--- src/rtl/tick_scheduler_if.sv ---
// Requester-facing bundle of tick_scheduler: configuration requests in,
// grant/expire/busy status and prescaler strobes out.
interface tick_scheduler_if #(
  parameter int NCH   = 4,
  parameter int CNT_W = 16
);
  logic [NCH-1:0]       req;
  logic [NCH*CNT_W-1:0] req_period;
  logic [NCH*2-1:0]     req_scale;
  logic [NCH-1:0]       req_mode;
  logic [NCH-1:0]       req_stop;
  logic [NCH-1:0]       gnt;
  logic [NCH-1:0]       expire;
  logic [NCH-1:0]       busy;
  logic [3:0]           tick;

  modport master (
    output req, req_period, req_scale, req_mode, req_stop,
    input  gnt, expire, busy, tick
  );

  modport slave (
    input  req, req_period, req_scale, req_mode, req_stop,
    output gnt, expire, busy, tick
  );
endinterface

--- src/rtl/tick_scheduler.sv ---
// Multi-channel countdown timers sharing a free-running decade prescaler,
// configured through a single round-robin arbitrated request port.
module tick_scheduler #(
  parameter int NCH   = 4,
  parameter int CNT_W = 16
) (
  input  logic            clk,
  input  logic            reset,
  tick_scheduler_if.slave bus
);
  localparam int PTR_W = (NCH > 1) ? $clog2(NCH) : 1;

  logic [3:0]                d0_q, d1_q, d2_q, d0_d, d1_d, d2_d;
  logic                      t10, t100, t1000;
  logic [3:0]                tick_w;
  logic [PTR_W-1:0]          ptr_q, ptr_d;
  logic [NCH-1:0]            gnt_q, gnt_d;
  logic [NCH-1:0]            expire_q, expire_d;
  logic [NCH-1:0]            active_q, active_d;
  logic [NCH-1:0][CNT_W-1:0] count_q, count_d;
  logic [NCH-1:0][CNT_W-1:0] period_q, period_d;
  logic [NCH-1:0][1:0]       scale_q, scale_d;
  logic [NCH-1:0]            mode_q, mode_d;
  logic [NCH-1:0]            cand;
  logic                      sel_vld;
  logic [PTR_W-1:0]          sel_idx;

  always_comb begin
    t10    = (d0_q == 4'd9);
    t100   = t10 && (d1_q == 4'd9);
    t1000  = t100 && (d2_q == 4'd9);
    tick_w = {t1000, t100, t10, 1'b1};
    d0_d   = t10 ? 4'd0 : d0_q + 4'd1;
    d1_d   = d1_q;
    if (t10) d1_d = (d1_q == 4'd9) ? 4'd0 : d1_q + 4'd1;
    d2_d   = d2_q;
    if (t100) d2_d = (d2_q == 4'd9) ? 4'd0 : d2_q + 4'd1;
  end

  // The channel granted last edge is masked so a requester that drops req
  // one cycle after seeing gnt is not granted twice.
  always_comb begin
    cand    = bus.req & ~gnt_q;
    sel_vld = 1'b0;
    sel_idx = '0;
    for (int k = 0; k < NCH; k++) begin
      int               j;
      logic [PTR_W-1:0] idx;
      j = int'(ptr_q) + k;
      if (j >= NCH) j = j - NCH;
      idx = PTR_W'(j);
      if (!sel_vld && cand[idx]) begin
        sel_vld = 1'b1;
        sel_idx = idx;
      end
    end
    gnt_d = '0;
    ptr_d = ptr_q;
    if (sel_vld) begin
      gnt_d[sel_idx] = 1'b1;
      ptr_d = (sel_idx == PTR_W'(NCH - 1)) ? '0 : sel_idx + 1'b1;
    end
  end

  // A load on the same edge as a countdown strobe takes precedence.
  always_comb begin
    active_d = active_q;
    count_d  = count_q;
    period_d = period_q;
    scale_d  = scale_q;
    mode_d   = mode_q;
    expire_d = '0;
    for (int i = 0; i < NCH; i++) begin
      logic [CNT_W-1:0] p;
      p = bus.req_period[i*CNT_W +: CNT_W];
      if (sel_vld && (sel_idx == PTR_W'(i))) begin
        if (bus.req_stop[i] || (p == '0)) begin
          active_d[i] = 1'b0;
          count_d[i]  = '0;
        end else begin
          active_d[i] = 1'b1;
          count_d[i]  = p;
          period_d[i] = p;
          scale_d[i]  = bus.req_scale[2*i +: 2];
          mode_d[i]   = bus.req_mode[i];
        end
      end else if (active_q[i] && tick_w[scale_q[i]]) begin
        if (count_q[i] > CNT_W'(1)) begin
          count_d[i] = count_q[i] - CNT_W'(1);
        end else begin
          expire_d[i] = 1'b1;
          if (mode_q[i]) begin
            count_d[i] = period_q[i];
          end else begin
            active_d[i] = 1'b0;
            count_d[i]  = '0;
          end
        end
      end
    end
  end

  always_ff @(posedge clk) begin
    if (reset) begin
      d0_q     <= '0;
      d1_q     <= '0;
      d2_q     <= '0;
      ptr_q    <= '0;
      gnt_q    <= '0;
      expire_q <= '0;
      active_q <= '0;
      count_q  <= '0;
    end else begin
      d0_q     <= d0_d;
      d1_q     <= d1_d;
      d2_q     <= d2_d;
      ptr_q    <= ptr_d;
      gnt_q    <= gnt_d;
      expire_q <= expire_d;
      active_q <= active_d;
      count_q  <= count_d;
    end
  end

  // Latched configuration is only consulted while the channel is active.
  always_ff @(posedge clk) begin
    period_q <= period_d;
    scale_q  <= scale_d;
    mode_q   <= mode_d;
  end

  assign bus.gnt    = gnt_q;
  assign bus.expire = expire_q;
  assign bus.busy   = active_q;
  assign bus.tick   = tick_w;
endmodule

--- src/flat_wrapper.sv ---
// flat-port wrapper written by rule: the top's interface ports become plain ports
module tick_scheduler_flat 
#(
  parameter int NCH   = 4,
  parameter int CNT_W = 16
)
  (clk, reset, bus_req, bus_req_period, bus_req_scale, bus_req_mode, bus_req_stop, bus_gnt, bus_expire, bus_busy, bus_tick);
  tick_scheduler_if #(.NCH(NCH), .CNT_W(CNT_W)) bus_i ();
  input  logic clk;
  input  logic reset;
  input wire logic [$bits(bus_i.req)-1:0] bus_req;
  input wire logic [$bits(bus_i.req_period)-1:0] bus_req_period;
  input wire logic [$bits(bus_i.req_scale)-1:0] bus_req_scale;
  input wire logic [$bits(bus_i.req_mode)-1:0] bus_req_mode;
  input wire logic [$bits(bus_i.req_stop)-1:0] bus_req_stop;
  output wire logic [$bits(bus_i.gnt)-1:0] bus_gnt;
  output wire logic [$bits(bus_i.expire)-1:0] bus_expire;
  output wire logic [$bits(bus_i.busy)-1:0] bus_busy;
  output wire logic [$bits(bus_i.tick)-1:0] bus_tick;
  assign bus_i.req = bus_req;
  assign bus_i.req_period = bus_req_period;
  assign bus_i.req_scale = bus_req_scale;
  assign bus_i.req_mode = bus_req_mode;
  assign bus_i.req_stop = bus_req_stop;
  assign bus_gnt = bus_i.gnt;
  assign bus_expire = bus_i.expire;
  assign bus_busy = bus_i.busy;
  assign bus_tick = bus_i.tick;
  tick_scheduler #(.NCH(NCH), .CNT_W(CNT_W)) u_core (.clk(clk), .reset(reset), .bus(bus_i));
endmodule
--- config.mk ---
export PLATFORM = sky130hd
export DESIGN_NAME = tick_scheduler_flat
export DESIGN_NICKNAME = d
export VERILOG_FILES = /design/src/rtl/tick_scheduler_if.sv /design/src/rtl/tick_scheduler.sv /design/src/flat_wrapper.sv
export SDC_FILE = /design/constraint.sdc
export NUM_CORES = 1
export LEC_CHECK = 0
export CAP_MARGIN = 20
export CELL_PAD_IN_SITES_DETAIL_PLACEMENT = 1
export CELL_PAD_IN_SITES_GLOBAL_PLACEMENT = 1
export CORE_MARGIN = 8
export CORE_UTILIZATION = 43
export CTS_CLUSTER_SIZE = 28
export DETAILED_ROUTE_END_ITERATION = 12
export GPL_TIMING_DRIVEN = 0
export PLACE_DENSITY = 0.82
export SETUP_SLACK_MARGIN = 0.15
export SYNTH_ARGS = -nofsm -noshare
export SYNTH_HDL_FRONTEND = slang
export SYNTH_SLANG_ARGS = --single-unit
--- constraint.sdc ---
create_clock -name clk -period 5.15 [get_ports clk]
set_input_delay 1.2875 -clock clk [delete_from_list [all_inputs] [get_ports clk]]
set_output_delay 1.2875 -clock clk [all_outputs]
set_load 0.01 [all_outputs]
---- After elaboration in Yosys (flattened, before gate mapping) ----
Index checks and enable logic that the tools add are counted.
storage, ports and cells
  word-level logic and storage cells ...... 208
  bits in registers ....................... 166
  latch bits .............................. 0
  memories ................................ 0
  output and inout port bits .............. 16
  RAM bits ................................ 0
  input port bits ......................... 86
  bits in read-only memories .............. 0
operators by class
  reductions and logical operators ........ 44
  div/mod/pow operators ................... 0
  shift-type cells ........................ 0
  add/subtract/negate cells ............... 15
  bitwise operators ....................... 11
  equality and inequality tests ........... 14
  muxes and demuxes ....................... 77
  multipliers ............................. 0
  order comparisons ....................... 18
operators with widths
  kind                                                                           number
  16-bit two-way mux                                                             20
  16-bit by 1-bit > comparator with 1-bit output (second input constant)         4
  16-bit logical NOT                                                             4
  16-bit by 1-bit subtractor with 16-bit output (second input constant)          4
  1-bit two-way mux                                                              37
  2-bit by 3-bit less-than comparator with 1-bit output (second input constant)  9
  2-bit two-way mux                                                              9
  1-bit binary-select mux with 2-bit select                                      8
  1-bit logical AND                                                              14
  4-bit by 1-bit adder with 4-bit output (second input constant)                 3
  4-bit equality test (second input constant)                                    3
  3-bit AND reduction                                                            4
  3-bit OR reduction                                                             4
  3-bit >= comparator (second input constant)                                    3
  1-bit inverter                                                                 9
  4-bit two-way mux                                                              2
  2-bit by 1-bit != test with 1-bit output (second input constant)               4
  2-bit != test (second input constant)                                          4
  2-bit AND reduction                                                            4
  2-bit nonzero test                                                             4
  2-bit by 1-bit subtractor with 2-bit output (second input constant)            4
  2-bit by 2-bit adder with 3-bit output (second input constant)                 2
  4-bit AND                                                                      1
  2-bit equality test (second input constant)                                    2
  other kinds (11)                                                               17

---- Depth between registers and ports, before layout ----
  depth in word-level cells ............... 18
  mapped depth ............................ 14
  gate-level depth less buffers ........... 12

---- Worst setup path after synthesis ----
Ideal clock, no wire load.
  path type ............................... input-to-reg
  from .................................... input bus_req[1]
  to ...................................... register u_core.count_q[11] (netlist name)
  data required time ...................... 5.058 ns
  buffers on the path ..................... 2
  slack ................................... 0.616 ns
  arrival ................................. 4.442 ns
  setup time .............................. 0.092 ns
  stages on the path ...................... 12
  path through ............................ nor2b_1 clkbuf_1 nor4_1 nor2b_1 inv_1 ha_1 o41a_1 and2_1 clkbuf_1 a221o_1 a31oi_1 nor4_1
on the way
  longest elaborated chain between the ends .. 16
  elaborated cells between the ends (all ways) .. 27
  classes of those cells .................. 17 x mux; 1 x bitwise; 9 x reduce/logical
RTL lines
  item                                                      line                   text
  from (decl)                                               flat_wrapper.sv:11     input wire logic [$bits(bus_i.req)-1:0] bus_req;
  4-bit AND *                                               tick_scheduler.sv:43   cand = bus.req & ~gnt_q;
  1-bit binary-select mux with 2-bit select                 tick_scheduler.sv:52   if (!sel_vld && cand[idx]) begin
  1-bit two-way mux (not written as such)                   tick_scheduler.sv:52
  1-bit two-way mux                                         tick_scheduler.sv:52
  1-bit logical NOT                                         tick_scheduler.sv:52
  1-bit logical AND                                         tick_scheduler.sv:52
  1-bit two-way mux                                         tick_scheduler.sv:52
  1-bit logical NOT                                         tick_scheduler.sv:52
  1-bit logical AND                                         tick_scheduler.sv:52
  1-bit two-way mux                                         tick_scheduler.sv:52
  1-bit logical NOT                                         tick_scheduler.sv:52
  1-bit logical AND                                         tick_scheduler.sv:52
  2-bit two-way mux                                         tick_scheduler.sv:52
  2-bit logical NOT                                         tick_scheduler.sv:76   if (sel_vld && (sel_idx == PTR_W'(i))) begin
  1-bit logical AND *                                       tick_scheduler.sv:76
  16-bit two-way mux or 2-bit nonzero test (tied branches)  -
  to (signal assigned)                                      tick_scheduler.sv:121  count_q <= count_d;
  to (decl)                                                 tick_scheduler.sv:20   logic [NCH-1:0][CNT_W-1:0] count_q, count_d;
Mark *: on every way between the ends. The rest lies on a longest branch, timed or not. The select of a mux whose other input is x is not followed.
A chain may end at the register's enable or synchronous reset.

---- Final worst setup path ----
  from .................................... input bus_req[1]
  to ...................................... register u_core.count_q[60] (netlist name)
on the way
  longest elaborated chain between the ends .. 16
  elaborated cells between the ends (all ways) .. 27
  classes of those cells .................. 1 x eq/ne; 17 x mux; 1 x bitwise; 8 x reduce/logical
RTL lines
  item                                                      line
  4-bit AND *                                               tick_scheduler.sv:43
  1-bit binary-select mux with 2-bit select                 tick_scheduler.sv:52
  1-bit two-way mux (not written as such)                   tick_scheduler.sv:52
  1-bit two-way mux                                         tick_scheduler.sv:52
  1-bit logical NOT                                         tick_scheduler.sv:52
  1-bit logical AND                                         tick_scheduler.sv:52
  1-bit two-way mux                                         tick_scheduler.sv:52
  1-bit logical NOT                                         tick_scheduler.sv:52
  1-bit logical AND                                         tick_scheduler.sv:52
  1-bit two-way mux                                         tick_scheduler.sv:52
  1-bit logical NOT                                         tick_scheduler.sv:52
  1-bit logical AND                                         tick_scheduler.sv:52
  2-bit two-way mux                                         tick_scheduler.sv:52
  2-bit equality test                                       tick_scheduler.sv:76
  1-bit logical AND *                                       tick_scheduler.sv:76
  16-bit two-way mux or 2-bit nonzero test (tied branches)  -
Marks and branches as above.

==> results.toml <==
[grt]
grt_pass1_wl_um = 44900
antenna_found_initial = 0
grt_max_degree = 21
grt_usage_pct = 23.1
grt-ovfl-total = 0
first_global_vias = 8354

[timing]
grt_setup_unrepaired = "false"
slew_headroom_pct = 29.8
period_needed_ns = 4.68
finalCritPeriodShare_pct = 91.0
hold_viol = 0
fin_skew_ns = 0.00583
worst_hold_slack_ns = 0.504
setup_viol_count_final = 0
drv_slew = 0
worstMarginPinSlew_ns = 1.04
max_clock_freq_ghz = 0.213

[setup_path]
critPathMaxFanout = 16
path_cells = "clkdlybuf4s50_1, nor2b_1, clkbuf_2, nor2_1, or3_1, a22oi_1, nor2b_1, ha_1, o41ai_2, nor3_1, clkbuf_2, clkbuf_2, buf_8, nand2_1, a311oi_1"
crit_path_end_kind = "flop"
critPathMaxStageDelay_ns = 0.45
timing.rr.end = "u_core.scale_q[4]"
rrSetupSlack_ns = 1.47
start_kind = "input pin"
crit_start = "bus_req[1]"
rr_startpoint = "u_core.bus.gnt[3]"
required_ns = 5.49
endpoint = "u_core.count_q[60]"
cpMostUsedCell = "clkbuf_2"
reg2regPathDepth = 12
critPathSlowestCell = "clkdlybuf4s50_1"
arrival_ns = 5.02
crit_type = "input pin to flop"

[flow_run]
max-cap-violations = 0

[floorplanning]
io_pins = 102
rows = 52
dieArea_sq_um = 24800
coreArea_sq_um = 20000
initial_utilization_pct = 43.2
die_y_um = 158
die_w_um = 158

[cts]
post-cts-setup-buffers = 0
cts.clk_slew.worst_paths_ns = 0.06
cts_tree = "built"
max-clock-path-buffers = 2
cts_max_level = 4
clkSinkCount = 166
cts_made_buffers = 17
cts_resized = 3
ctsHoldBuffers = 0
clkLatencyLatePin_ns = 0.44
cts-root-buf = "clkbuf_16"

[yosys]
synthAdderAreaFrac_pct = 2.03
synth_area_leaders = "edfxtp_1 26%, dfxtp_1 21%, nor2_1 3.9%"
ys_seq_area_share_pct = 47.4
ys_warn_count = 0
syn_nets = 1025
synth_compound_area_share_pct = 18.5
ys.flop_type = "dfxtp_1"
syn_avg_cell_area_sq_um = 9.32
synth_simple_gate_area_share_pct = 22.4
yosys_register_bits = 166
yosysTopAreaCell = "edfxtp_1"
synth_cell_types = 69
synth-edff-count = 76
synthXorXnorAreaFrac_pct = 4.77
syn_inst = 925
async_reset_ff_share_pct = 0
netlist_area_sq_um = 8620
synth_top_family_by_area = "simple AND/OR/NAND/NOR gates"
synth_top_area_share_pct = 26.5
synthMuxAreaShare_pct = 0.943

[pwr]
leakage_nw = 3.77
p_sw_share_pct = 43.2
clkPwrFrac_pct = 19.8
irDropWorstVdd_v = 0.000248
p_sw_mw = 2.98
p_int_mw = 3.92
powerDensity_nw_per_um2 = 644
power_frac_comb_pct = 50.8
power_frac_seq_pct = 29.4

[placed_design]
numPortBuffers = 100
hpwl_um = 19900
placed_area_sq_um = 10100
placed_cells = 1301
place.gp.congestion = 0.870

[final_layout]
syn2layout_area_growth_pct = 24.2
instances_no_fill = 1334
drive_gt1_share_pct = 6.30
final_core_util_pct = 53.6
design_area_sq_um = 10700
n_antenna_cell = 0
final_nets = 1151
fillers = 2303

[route]
wl_um = 28500
first_iter_violations = 413
detail_route.vias_per_cell = 5.99
dr.pass1.iters = 5
vias = 7990
wire_per_inst_um = 21.3
ant_nets = 0
drc_errors = 0

[outcome]
status = "complete, no violations"

[hold_path]
hold_class = "flop to flop"
==> stage by stage <==
stage | setup slack, ns | power (mW) | TNS [ns]
detailed placement | -0.507 | 5.44 | -16.14
finish | 0.466 | 6.90 | 0
floorplan | 0.616 | 4.43 | 0
CTS | 0.157 | 6.88 | 0
global placement | -0.826 | 5.26 | -67.75
global route | 0.201 | 7.33 | 0
==> worst max-delay path, delay by kind of cell <==
| family | cells | cell delay [ns] |
|---|---|---|
| buffers and inverters | 5 | 1.62 |
| and+or+nand+nor | 6 | 1.21 |
| AOI/OAI and AO/OA | 3 | 0.67 |
| adders and majority gates | 1 | 0.23 |
==> registers in the layout, indices dropped and copies added, names as in the netlist <==
name	cells
u_core.d1_q	4
u_core.d0_q	4
u_core.bus.expire	4
u_core.bus.busy	4
u_core.mode_q	4
u_core.scale_q	8
u_core.period_q	64
u_core.d2_q	4
u_core.count_q	64
u_core.ptr_q	2
u_core.bus.gnt	4
==> per-layer routing <==
| metal | up-vias | track usage, % | wire length, um |
|---|---|---|---|
| li1 | 3737 | - | - |
| met5 | - | 0 | 0 |
| met1 | 4004 | 29.3 | 12600 |
| met2 | 215 | 39.0 | 14000 |
| met3 | 34 | 5.13 | 1460 |
| met4 | 0 | 6.26 | 421 |
==> logic make-up (layout without fill, tap and decap cells) <==
| group | count (synthesis) | after routing |
|---|---|---|
| adders and majority gates | 14 | 14 |
| and+or+nand+nor | 378 | 378 |
| other | 1 | 1 |
| xor gates and xnor gates | 47 | 47 |
| muxes | 8 | 8 |
| AOI/OAI and AO/OA | 230 | 230 |
| DFF | 166 | 166 |
| buffers and inverters | 81 | 220 |
==> synth_stat cells (7+ instances only) <==
cell      number
nand2b_1      12
nor3_1        34
a211oi_1      17
dfxtp_1       90
a211o_1        7
a311oi_1      21
a21oi_1       57
xnor2_1       26
nand2_1       87
nor4_1        39
nand4_1       10
mux2i_1        7
o21ai_0       47
nor2_1        90
inv_1         19
a221oi_1      12
nand3_1       20
nor2b_1       18
edfxtp_1      76
ha_1          14
a31oi_1        8
or3_1         13
clkbuf_1      49
and3_1        18
xor2_1        21
==> worst min path at each step <==
stage,from,endpoint,slack (ns),depth (start not counted)
floorplan,u_core.count_q[62],u_core.count_q[62],0.46,2
global placement,u_core.count_q[62],u_core.count_q[62],0.48,2
detailed placement,u_core.count_q[62],u_core.count_q[62],0.49,2
CTS,u_core.d0_q[0],u_core.d0_q[0],0.51,1
global route,u_core.count_q[62],u_core.count_q[62],0.53,2
finish,u_core.d0_q[0],u_core.d0_q[0],0.50,1
==> layout make-up <==
| cell class | count | area [sq um] | area share (%) |
|---|---|---|---|
| multi-input cells | 678 | 4220 | 39.4 |
| plain buffers | 62 | 278 | 2.59 |
| flip-flops and latches | 166 | 4080 | 38.1 |
| well taps | 270 | 338 | 3.15 |
| repair buffers | 107 | 1100 | 10.3 |
| clock buffers | 18 | 429 | 4.01 |
| inverters | 19 | 71.3 | 0.666 |
| clock inverters | 14 | 184 | 1.72 |
==> power groups by stage <==
stage	clock network, mW	logic (mW)	registers, mW
floorplan	0	2.48	1.96
global placement	0	3.24	2.03
detailed placement	0	3.40	2.04
CTS	1.38	3.48	2.02
global route	1.43	3.84	2.06
finish	1.37	3.50	2.03
==> cell usage in the layout (no fill, tap or decap), types with 7 or more instances in the layout <==
cell | synthesis | layout
ha_1 | 14 | 14
a211o_1 | 7 | 7
clkbuf_1 | 49 | 44
clkdlybuf4s50_1 | 0 | 100
nand2_1 | 87 | 87
nor2_1 | 90 | 90
mux2i_1 | 7 | 7
nor3_1 | 34 | 34
clkbuf_16 | 0 | 17
xor2_1 | 21 | 21
a211oi_1 | 17 | 17
and3_1 | 18 | 18
nand3_1 | 20 | 20
xnor2_1 | 26 | 26
a221oi_1 | 12 | 12
a31oi_1 | 8 | 8
nor4_1 | 39 | 38
a311oi_1 | 21 | 21
o21ai_0 | 47 | 47
dfxtp_1 | 90 | 90
inv_1 | 19 | 19
nand4_1 | 10 | 10
nor2b_1 | 18 | 18
or3_1 | 13 | 13
a21oi_1 | 57 | 57
edfxtp_1 | 76 | 76
nand2b_1 | 12 | 12
(Power assumes the default switching activity.)
